==> src/rtl/cla_nibble_sequencer.sv <==
// cla_nibble_sequencer
//
// Multi-cycle word adder front end. A WIDTH-bit addition is split into 4-bit
// slices that go one at a time through an external registered 4-bit
// carry-lookahead stage. Each slice's carry-out becomes the next slice's
// carry-in, and the returned nibble sums are assembled into the output word.
//
// Parameters
//   WIDTH      operand width in bits (multiple of 4, minimum 8)
//   STAGE_LAT  register latency of the downstream 4-bit adder stage
//
// Ports
//   clk, rst              rising-edge clock; asynchronous active-high reset
//   in_valid/in_ready     operand request handshake (ready only in IDLE)
//   in_a, in_b, in_cin    operands and carry-in, latched on accept
//   out_valid/out_ready   result handshake
//   out_sum, out_cout     assembled sum and final carry-out
//   out_ovf               two's-complement overflow (OVERFLOW_FLAG_EN only)
//   nib_a, nib_b, nib_cin slice operands and carry to the adder stage
//   nib_sum, nib_cout     registered result from the adder stage
//   busy                  high while in RUN or DONE
//
// Build option
//   OVERFLOW_FLAG_EN      when defined, adds the out_ovf output

module cla_nibble_sequencer #(
  parameter int unsigned WIDTH     = 16,
  parameter int unsigned STAGE_LAT = 2
) (
  input  logic             clk,
  input  logic             rst,
  input  logic             in_valid,
  output logic             in_ready,
  input  logic [WIDTH-1:0] in_a,
  input  logic [WIDTH-1:0] in_b,
  input  logic             in_cin,
  output logic             out_valid,
  input  logic             out_ready,
  output logic [WIDTH-1:0] out_sum,
  output logic             out_cout,
`ifdef OVERFLOW_FLAG_EN
  output logic             out_ovf,
`endif
  output logic [3:0]       nib_a,
  output logic [3:0]       nib_b,
  output logic             nib_cin,
  input  logic [3:0]       nib_sum,
  input  logic             nib_cout,
  output logic             busy
);

  localparam int unsigned NIB   = WIDTH / 4;
  localparam int unsigned IDX_W = (NIB > 1) ? $clog2(NIB) : 1;
  localparam int unsigned CNT_W = (STAGE_LAT > 0) ? $clog2(STAGE_LAT + 1) : 1;
  localparam int unsigned SEL_W = $clog2(WIDTH);

  localparam logic [IDX_W-1:0] LAST_IDX = IDX_W'(NIB - 1);
  localparam logic [CNT_W-1:0] CNT_LOAD = CNT_W'(STAGE_LAT);

  typedef enum logic [1:0] {
    IDLE = 2'd0,
    RUN  = 2'd1,
    DONE = 2'd2
  } state_t;

  state_t           state;
  logic [WIDTH-1:0] a_reg;
  logic [WIDTH-1:0] b_reg;
  logic [IDX_W-1:0] idx;
  logic [CNT_W-1:0] cnt;

  // Bit offsets of the slice being captured and the slice driven next.
  logic [IDX_W-1:0] idx_nxt;
  logic [SEL_W-1:0] cap_lsb;
  logic [SEL_W-1:0] nxt_lsb;

  assign idx_nxt = idx + IDX_W'(1);
  assign cap_lsb = SEL_W'({idx, 2'b00});
  assign nxt_lsb = SEL_W'({idx_nxt, 2'b00});

  // Sequencer: accept, step slices through the adder stage, hand off result.
  always_ff @(posedge clk or posedge rst) begin
    if (rst) begin
      state     <= IDLE;
      a_reg     <= '0;
      b_reg     <= '0;
      idx       <= '0;
      cnt       <= '0;
      in_ready  <= 1'b1;
      out_valid <= 1'b0;
      out_sum   <= '0;
      out_cout  <= 1'b0;
`ifdef OVERFLOW_FLAG_EN
      out_ovf   <= 1'b0;
`endif
      nib_a     <= '0;
      nib_b     <= '0;
      nib_cin   <= 1'b0;
      busy      <= 1'b0;
    end else begin
      case (state)
        IDLE: begin
          if (in_valid) begin
            a_reg    <= in_a;
            b_reg    <= in_b;
            nib_a    <= in_a[3:0];
            nib_b    <= in_b[3:0];
            nib_cin  <= in_cin;
            idx      <= '0;
            cnt      <= CNT_LOAD;
            in_ready <= 1'b0;
            busy     <= 1'b1;
            state    <= RUN;
          end
        end

        RUN: begin
          if (cnt != '0) begin
            cnt <= cnt - CNT_W'(1);
          end else begin
            // Stage result for the current slice is valid on this edge.
            out_sum[cap_lsb +: 4] <= nib_sum;
            if (idx != LAST_IDX) begin
              nib_a   <= a_reg[nxt_lsb +: 4];
              nib_b   <= b_reg[nxt_lsb +: 4];
              nib_cin <= nib_cout;
              cnt     <= CNT_LOAD;
              idx     <= idx_nxt;
            end else begin
              out_cout  <= nib_cout;
`ifdef OVERFLOW_FLAG_EN
              // Same-sign operands whose sum sign differs.
              out_ovf   <= (a_reg[WIDTH-1] == b_reg[WIDTH-1]) &&
                           (nib_sum[3] != a_reg[WIDTH-1]);
`endif
              out_valid <= 1'b1;
              state     <= DONE;
            end
          end
        end

        DONE: begin
          if (out_ready) begin
            out_valid <= 1'b0;
            in_ready  <= 1'b1;
            busy      <= 1'b0;
            state     <= IDLE;
          end
        end

        default: begin
          state     <= IDLE;
          in_ready  <= 1'b1;
          out_valid <= 1'b0;
          busy      <= 1'b0;
        end
      endcase
    end
  end

endmodule

==> config.mk <==
export PLATFORM = sky130hd
export DESIGN_NAME = cla_nibble_sequencer
export DESIGN_NICKNAME = d
export VERILOG_FILES = /design/src/rtl/cla_nibble_sequencer.sv
export SDC_FILE = /design/constraint.sdc
export NUM_CORES = 1
export LEC_CHECK = 0
export CORE_ASPECT_RATIO = 2
export CORE_MARGIN = 5
export CORE_UTILIZATION = 54
export DETAILED_ROUTE_END_ITERATION = 6
export PLACE_DENSITY = 0.9
export SLEW_MARGIN = 30
export SYNTH_ARGS = -nofsm -noshare
export SYNTH_HDL_FRONTEND = slang
export SYNTH_SLANG_ARGS = --single-unit
export TNS_END_PERCENT = 30
==> constraint.sdc <==
create_clock -name clk -period 3.8 [get_ports clk]
set_input_delay 0.57 -clock clk [delete_from_list [all_inputs] [get_ports clk]]
set_output_delay 0.57 -clock clk [all_outputs]
set_load 0.1 [all_outputs]
==> results of run 1 <==
cell usage after synthesis:
library cell  number
nand2_1          116
mux2i_1            2
or3b_2             1
nand3_1            4
and4bb_2           1
clkbuf_1           7
and3b_2            2
nor2_1             7
o21bai_1           1
and2_0             2
dfrtp_1           66
buf_6              1
dfstp_2            1
a222oi_1           4
a22o_1             5
inv_1              8
a21oi_1            6
mux4_2             2
or2_2              1
nand4b_1           5
o22ai_1            1
nor4b_1            1
nor2b_1            2
mux2_2            10
clkbuf_2           1
mux4_1             2
nand2b_1           3
o31ai_1            4
ha_1               7
and2_1             2
a31oi_1            2
or3_2              1
a221o_1            4
nand3b_1           1
nand4bb_1          1
buf_1              1
o21ai_0           12
nor3b_1            2
buf_2              9
o22a_1             1
nor3b_2            1
nor3_1             5
worst min-delay path, delay by kind of cell, from the launching register on:
family           cells  cell delay, ps
DFF                  1             330
and+or+nand+nor      2             100
metrics by stage:
stage	utilization (%)	hold WS [ps]	cell area [µm²]	worst slack, ps
finish	72.9	465	4130	954
global route	72.9	474	4130	787
CTS	72.9	467	4130	956
detailed placement	67.6	454	3830	947
global placement	67.6	450	3830	1050
floorplan	-	437	3110	1550
area by class of cell:
class                      count  area [µm²]  area share (%)
tap                           61        76.3            1.85
sequential                    67        1680            40.7
multi-input combinational    221        1320            32.0
timing repair buffer          73         723            17.5
clock buffer                  14         264            6.40
inverter                       8        30.0           0.728
clock inverter                 2        35.0           0.849
cell families after synthesis:
kind of cell,Yosys count
simple gates,158
buf+inv,27
fa+ha+maj,7
compound gates,40
mux,16
flops,67
metal layers:
metal	up-vias	part of all wire, %
li1	1195	-
met1	1221	35
met2	72	56
met3	19	5.1
met4	0	3.6
met5	-	0
worst max path at each step:
| stage | startpoint | end | slack [ps] | depth (start not counted) |
|---|---|---|---|---|
| global placement | idx[0] | nib_a[3] | 1050 | 5 |
| detailed placement | idx[0] | nib_a[3] | 950 | 5 |
| CTS | idx[0] | nib_a[3] | 960 | 5 |
| finish | idx[0] | nib_a[3] | 950 | 5 |
| floorplan | rst | a_reg[0] | 1550 | 1 |
| global route | idx[0] | nib_a[2] | 790 | 5 |
==> impl_results.rst, run 1 <==
.. list-table::
   :header-rows: 1

   * - Metric
     - Value
   * - Yosys reg bits
     - 67
   * - Min Tclk post-route
     - 2850 ps
   * - Number of global-route vias before repair
     - 2670
   * - Source-to-sink clock delay at the later pin of the worst-skew pair
     - 330 ps
   * - Compound-gate portion of the synthesized area
     - 8.96%
   * - Beginning of the worst hold path
     - a_reg[15]
   * - Met3 track utilization from global routing
     - 5.26%
   * - Final layout net count
     - 429
   * - Reg2reg start
     - idx[0]
   * - Netlist Area Pre-Place
     - 3110 µm²
   * - Clk root buf
     - clkbuf_16
   * - Count of hold buffers inserted by post-cts repair
     - 0
   * - Number of resized instances in the post-cts repair step
     - 0
   * - Filler instances
     - 417
   * - Portion of netlist area occupied by mux cells
     - 7.40%
   * - Crit path cell chain
     - inv_1 -> ha_1 -> mux4_1 -> and2_1 -> a221o_1
   * - Hold Crit Class
     - reg -> reg
   * - Die extent in x
     - 63.7 µm
   * - Setup bufs post-CTS
     - 0
   * - Cell count after placement
     - 430
   * - Yosys Warn Count
     - 0
   * - Maximum achievable frequency
     - 351 MHz
   * - DR vias/cell
     - 5.62
   * - FF-to-FF path depth
     - 5
   * - Number of cell rows
     - 39
   * - Global routing met2 resource utilization
     - 37.0%
   * - Die Footprint
     - 7480 µm²
   * - Non-filler cells, final
     - 446
   * - # diodes
     - 0
   * - Max-cap violations
     - 0
   * - Top library cells by usage in the layout, fill and taps aside
     - 116 x nand2_1, 70 x clkdlybuf4s50_1, 66 x dfrtp_1, 12 x o21ai_0, 10 x mux2_2
   * - Gr busiest metal
     - met2
   * - Sum Neg Setup Slack
     - 0 ps
   * - Cell count after synthesis
     - 315
   * - Initial cell density of the core
     - 55.0%
   * - Area fraction of the dominant cell type after synthesis
     - 53.1%
   * - Vert. Die Dim
     - 117 µm
   * - Outcome
     - finished clean
   * - Via total after detailed routing
     - 2507
   * - Reg-to-reg setup timing slack
     - 950 ps
   * - Number of clock buffers inserted by TritonCTS
     - 9
   * - Proportion of synthesized chip area in sequential cells
     - 53.9%
   * - Clock tree from TritonCTS
     - yes
   * - Post-route clock period utilization
     - 74.9%
   * - CP startpoint kind
     - flip-flop
   * - Required time at the worst-slack endpoint
     - 4020 ps
   * - Routing usage on met1
     - 21.1%
   * - Post-synthesis net count
     - 364
   * - Iteration-0 DRC Markers
     - 102
   * - RSZ-0062 raised after global routing
     - no
   * - Fraction of layout instances using a drive strength above 1
     - 9.61%
   * - Number of antenna violations at the first check in global routing
     - 0
   * - Final setup viols
     - 0
   * - Detailed-route wire length per cell
     - 16.4 µm
   * - Global-route wire length before repair
     - 12.2 mm
   * - Clock transition at path regs
     - 50 ps
   * - Largest family of logic cells by synthesized area
     - simple AND/OR/NAND/NOR gates
   * - Adder-cell share of the synthesized area
     - 2.81%
   * - Slew HR
     - 32.9%
   * - Core area
     - 5660 µm²
   * - Largest area contributor in the synthesized netlist
     - dfrtp_1
   * - Data arrival time of the worst path
     - 3060 ps
   * - CP bufs+invs
     - 1
   * - Cell with the biggest individual delay on the critical path
     - dfrtp_1
   * - CP max stage delay
     - 850 ps
   * - Post-synthesis to final-layout area growth
     - 32.6%
   * - Cell depth of the worst min-delay path
     - 2
   * - Total track usage
     - 20.9%
   * - Highest fanout seen on the critical path
     - 23
   * - Measured slew at the worst slew-check pin
     - 1000 ps
   * - Share of synthesized cell area in and, or, nand and nor gates
     - 23.0%
   * - Worst reg2reg endpoint
     - nib_a[3]
   * - Estimated wirelength of the detail-placed design
     - 5.29 mm
   * - Number of max-slew violations in the final report
     - 0
   * - Global route overflow
     - 0
   * - Average cell area after synthesis
     - 9.88 µm²
   * - Residual DRC count
     - 0
   * - Detailed-routing iteration count for the pre-antenna-repair pass
     - 5
   * - Clock Tree Buf Depth
     - 2
   * - # port buffers
     - 70
   * - IO Pins
     - 71
   * - Most common library cell in the layout ignoring fill and taps
     - nand2_1
   * - Clock Skew
     - 3.99 ps
   * - End point of the worst hold path
     - a_reg[15]
   * - Maximum number of pins on one net before global-route repair
     - 46
   * - Detailed-route wire length
     - 7.31 mm
   * - Sinks on the clock net
     - 67
   * - Critical path endpoint category
     - flip-flop
   * - Remaining number of nets flagged by the antenna check after routing
     - 0
   * - Category of the critical setup timing path
     - reg -> reg
   * - Largest delay contributor family on the critical path
     - flip-flops
   * - Routability congestion estimate
     - 0.830
   * - Final Hold Vio Count
     - 0
   * - Parity-gate share of the synthesized area counting xor and xnor cells
     - 0%
   * - Post-synthesis cell type count
     - 42
   * - H-tree levels
     - 3
   * - Ranking of synthesized cells by area
     - dfrtp_1 53%, nand2_1 14%, mux2_2 3.6%
Power of run 1 is not shown: default switching activity piles up to over one toggle a cycle in this logic, so the estimate is an artifact.
==> inputs of run 2 (changes only) <==
CORE_UTILIZATION = 50   (was 54)
PLACE_DENSITY = 0.85   (was 0.9)
clock period = 2.96 ns   (was 3.8 ns; I/O delays follow)
==> run 2 against run 1 <==
Compared with the run above:
- final area is 1.2% lower
- hold slack improved by 3.3 ps
- via count up 0.56%
- fmax increased by 31%
- worst setup slack worse by 170 ps
- die area grew 7.0%
- clock-buffer cell count did not move
- sequential share of layout area increased by 0.49 points
- clock skew rose by 1.2 ps
- cell count up 5.4%
- largest cell class unchanged
==> impl_results.rst, run 2 (synthesized netlist as in run 1, its figures left out) <==
.. list-table::
   :header-rows: 1

   * - Metric
     - Value
   * - IO Pins
     - 71
   * - Required time at the worst-slack endpoint
     - 3170 ps
   * - Remaining number of nets flagged by the antenna check after routing
     - 0
   * - CP startpoint kind
     - flip-flop
   * - Post-detailed-placement cell area
     - 3800 µm²
   * - # port buffers
     - 70
   * - Highest fanout seen on the critical path
     - 12
   * - Estimated wirelength of the detail-placed design
     - 5.27 mm
   * - Startpoint of the most critical setup path
     - idx[1]
   * - Clk root buf
     - clkbuf_16
   * - Worst reg2reg endpoint
     - nib_a[2]
   * - Clock tree from TritonCTS
     - yes
   * - H-tree levels
     - 3
   * - Detailed-routing iteration count for the pre-antenna-repair pass
     - 6
   * - Number of global-route vias before repair
     - 2525
   * - Number of max-slew violations in the final report
     - 0
   * - Number of cell rows
     - 40
   * - Via total after detailed routing
     - 2521
   * - Hold Crit Class
     - reg -> reg
   * - Termination of the worst setup path
     - nib_a[2]
   * - Final setup viols
     - 0
   * - Global-route wire length before repair
     - 12.0 mm
   * - Routability congestion estimate
     - 0.826
   * - FF-to-FF path depth
     - 5
   * - Final Hold Vio Count
     - 0
   * - Clock transition at path regs
     - 50 ps
   * - Data arrival time of the worst path
     - 2390 ps
   * - Slew HR
     - 57.3%
   * - Iteration-0 DRC Markers
     - 218
   * - Most common library cell in the layout ignoring fill and taps
     - nand2_1
   * - RSZ-0062 raised after global routing
     - no
   * - Number of antenna violations at the first check in global routing
     - 0
   * - Post-route clock period utilization
     - 73.5%
   * - Final layout net count
     - 430
   * - Initial cell density of the core
     - 51.4%
   * - Detailed-route wire length per cell
     - 15.7 µm
   * - Design area
     - 4080 µm²
   * - Maximum number of pins on one net before global-route repair
     - 39
   * - Count of hold buffers inserted by post-cts repair
     - 0
   * - Sinks on the clock net
     - 67
   * - # diodes
     - 0
   * - Die extent in x
     - 65.8 µm
   * - Detailed-route wire length
     - 7.38 mm
   * - Total track usage
     - 20.1%
   * - Fraction of layout instances using a drive strength above 1
     - 17.4%
   * - Core area
     - 6060 µm²
   * - Setup bufs post-CTS
     - 0
   * - Storage cell area
     - 1680 µm²
   * - Maximum achievable frequency
     - 460 MHz
   * - Sum Neg Setup Slack
     - 0 ps
   * - Residual DRC count
     - 0
   * - Reg-to-reg setup timing slack
     - 780 ps
   * - Post-synthesis to final-layout area growth
     - 31.0%
   * - Critical path endpoint category
     - flip-flop
   * - Measured slew at the worst slew-check pin
     - 640 ps
   * - CP max stage delay
     - 610 ps
   * - Category of the critical setup timing path
     - reg -> reg
   * - Number of resized instances in the post-cts repair step
     - 0
   * - Clock Tree Buf Depth
     - 2
   * - Beginning of the worst hold path
     - a_reg[14]
   * - Reg2reg start
     - idx[1]
   * - Source-to-sink clock delay at the later pin of the worst-skew pair
     - 330 ps
   * - Crit path cell chain
     - inv_1 -> ha_1 -> mux4_1 -> and2_1 -> a221o_1
   * - Max-cap violations
     - 0
   * - Multi-input combinational cell area
     - 1320 µm²
   * - Outcome
     - finished clean
   * - Number of clock buffers inserted by TritonCTS
     - 9
   * - DR vias/cell
     - 5.36
   * - Vert. Die Dim
     - 122 µm
   * - Filler instances
     - 491
   * - Die Footprint
     - 8000 µm²
   * - Global route overflow
     - 0
   * - Cell with the biggest individual delay on the critical path
     - mux4_1
   * - Min Tclk post-route
     - 2180 ps
   * - Top library cells by usage in the layout, fill and taps aside
     - 116 x nand2_1, 66 x dfrtp_1, 41 x clkdlybuf4s50_1, 32 x buf_4, 12 x o21ai_0
   * - Clock Skew
     - 5.18 ps
[run 2: changes by cell type in the layout (fill, tap and decap cells not counted), sizes merged]
cell,before,now
buf,3,33
bufinv,1,0
clkinv,1,2
clkdlybuf4s50,70,41
[run 2: metrics by stage]
step / hold WS, ps / setup slack (ps) / utilization [%] / cells
final: 468 / 784 / 67.3 / 470
after global routing: 490 / 663 / 67.3 / 470
after CTS: 473 / 779 / 67.3 / 470
after floorplan: 437 / 834 / - / 315
after global placement: 450 / 856 / 62.8 / 454
after detailed placement: 454 / 779 / 62.8 / 454
[run 2: worst min-delay path by stage]
stage	end	cells past startpoint
2_1_floorplan	a_reg[14]	2
4_1_cts	a_reg[7]	2
3_3_place_gp	a_reg[2]	2
5_1_grt	a_reg[11]	2
6_report	a_reg[14]	2
3_5_place_dp	a_reg[14]	2
[run 2: critical path: cells and delay by family (launching register included)]
| family | cells | cell delay, ps |
|---|---|---|
| muxes | 1 | 610 |
| adders and majority gates | 1 | 560 |
| DFF | 1 | 370 |
| AOI/OAI and AO/OA | 1 | 250 |
| and+or+nand+nor | 1 | 170 |
| buffers and inverters | 1 | 90 |
[run 2: routing by layer]
metal	up-vias	track usage, %	share of wire (%)	wire length (µm)
met5	-	0	0	0
met4	0	13.1	3.4	252
met3	25	5.07	5.9	432
met2	96	34.6	55	4060
met1	1205	21.0	36	2640
li1	1195	-	-	-
[run 2: layout make-up]
cell class / count / share of cell area, %
repair buffers: 74 / 16.4
multi-input cells: 221 / 32.4
flip-flops and latches: 67 / 41.1
well taps: 84 / 2.58
inverters: 8 / 0.736
clock buffers: 14 / 6.47
clock inverters: 2 / 0.245
Power of run 2 is left out for the same reason.
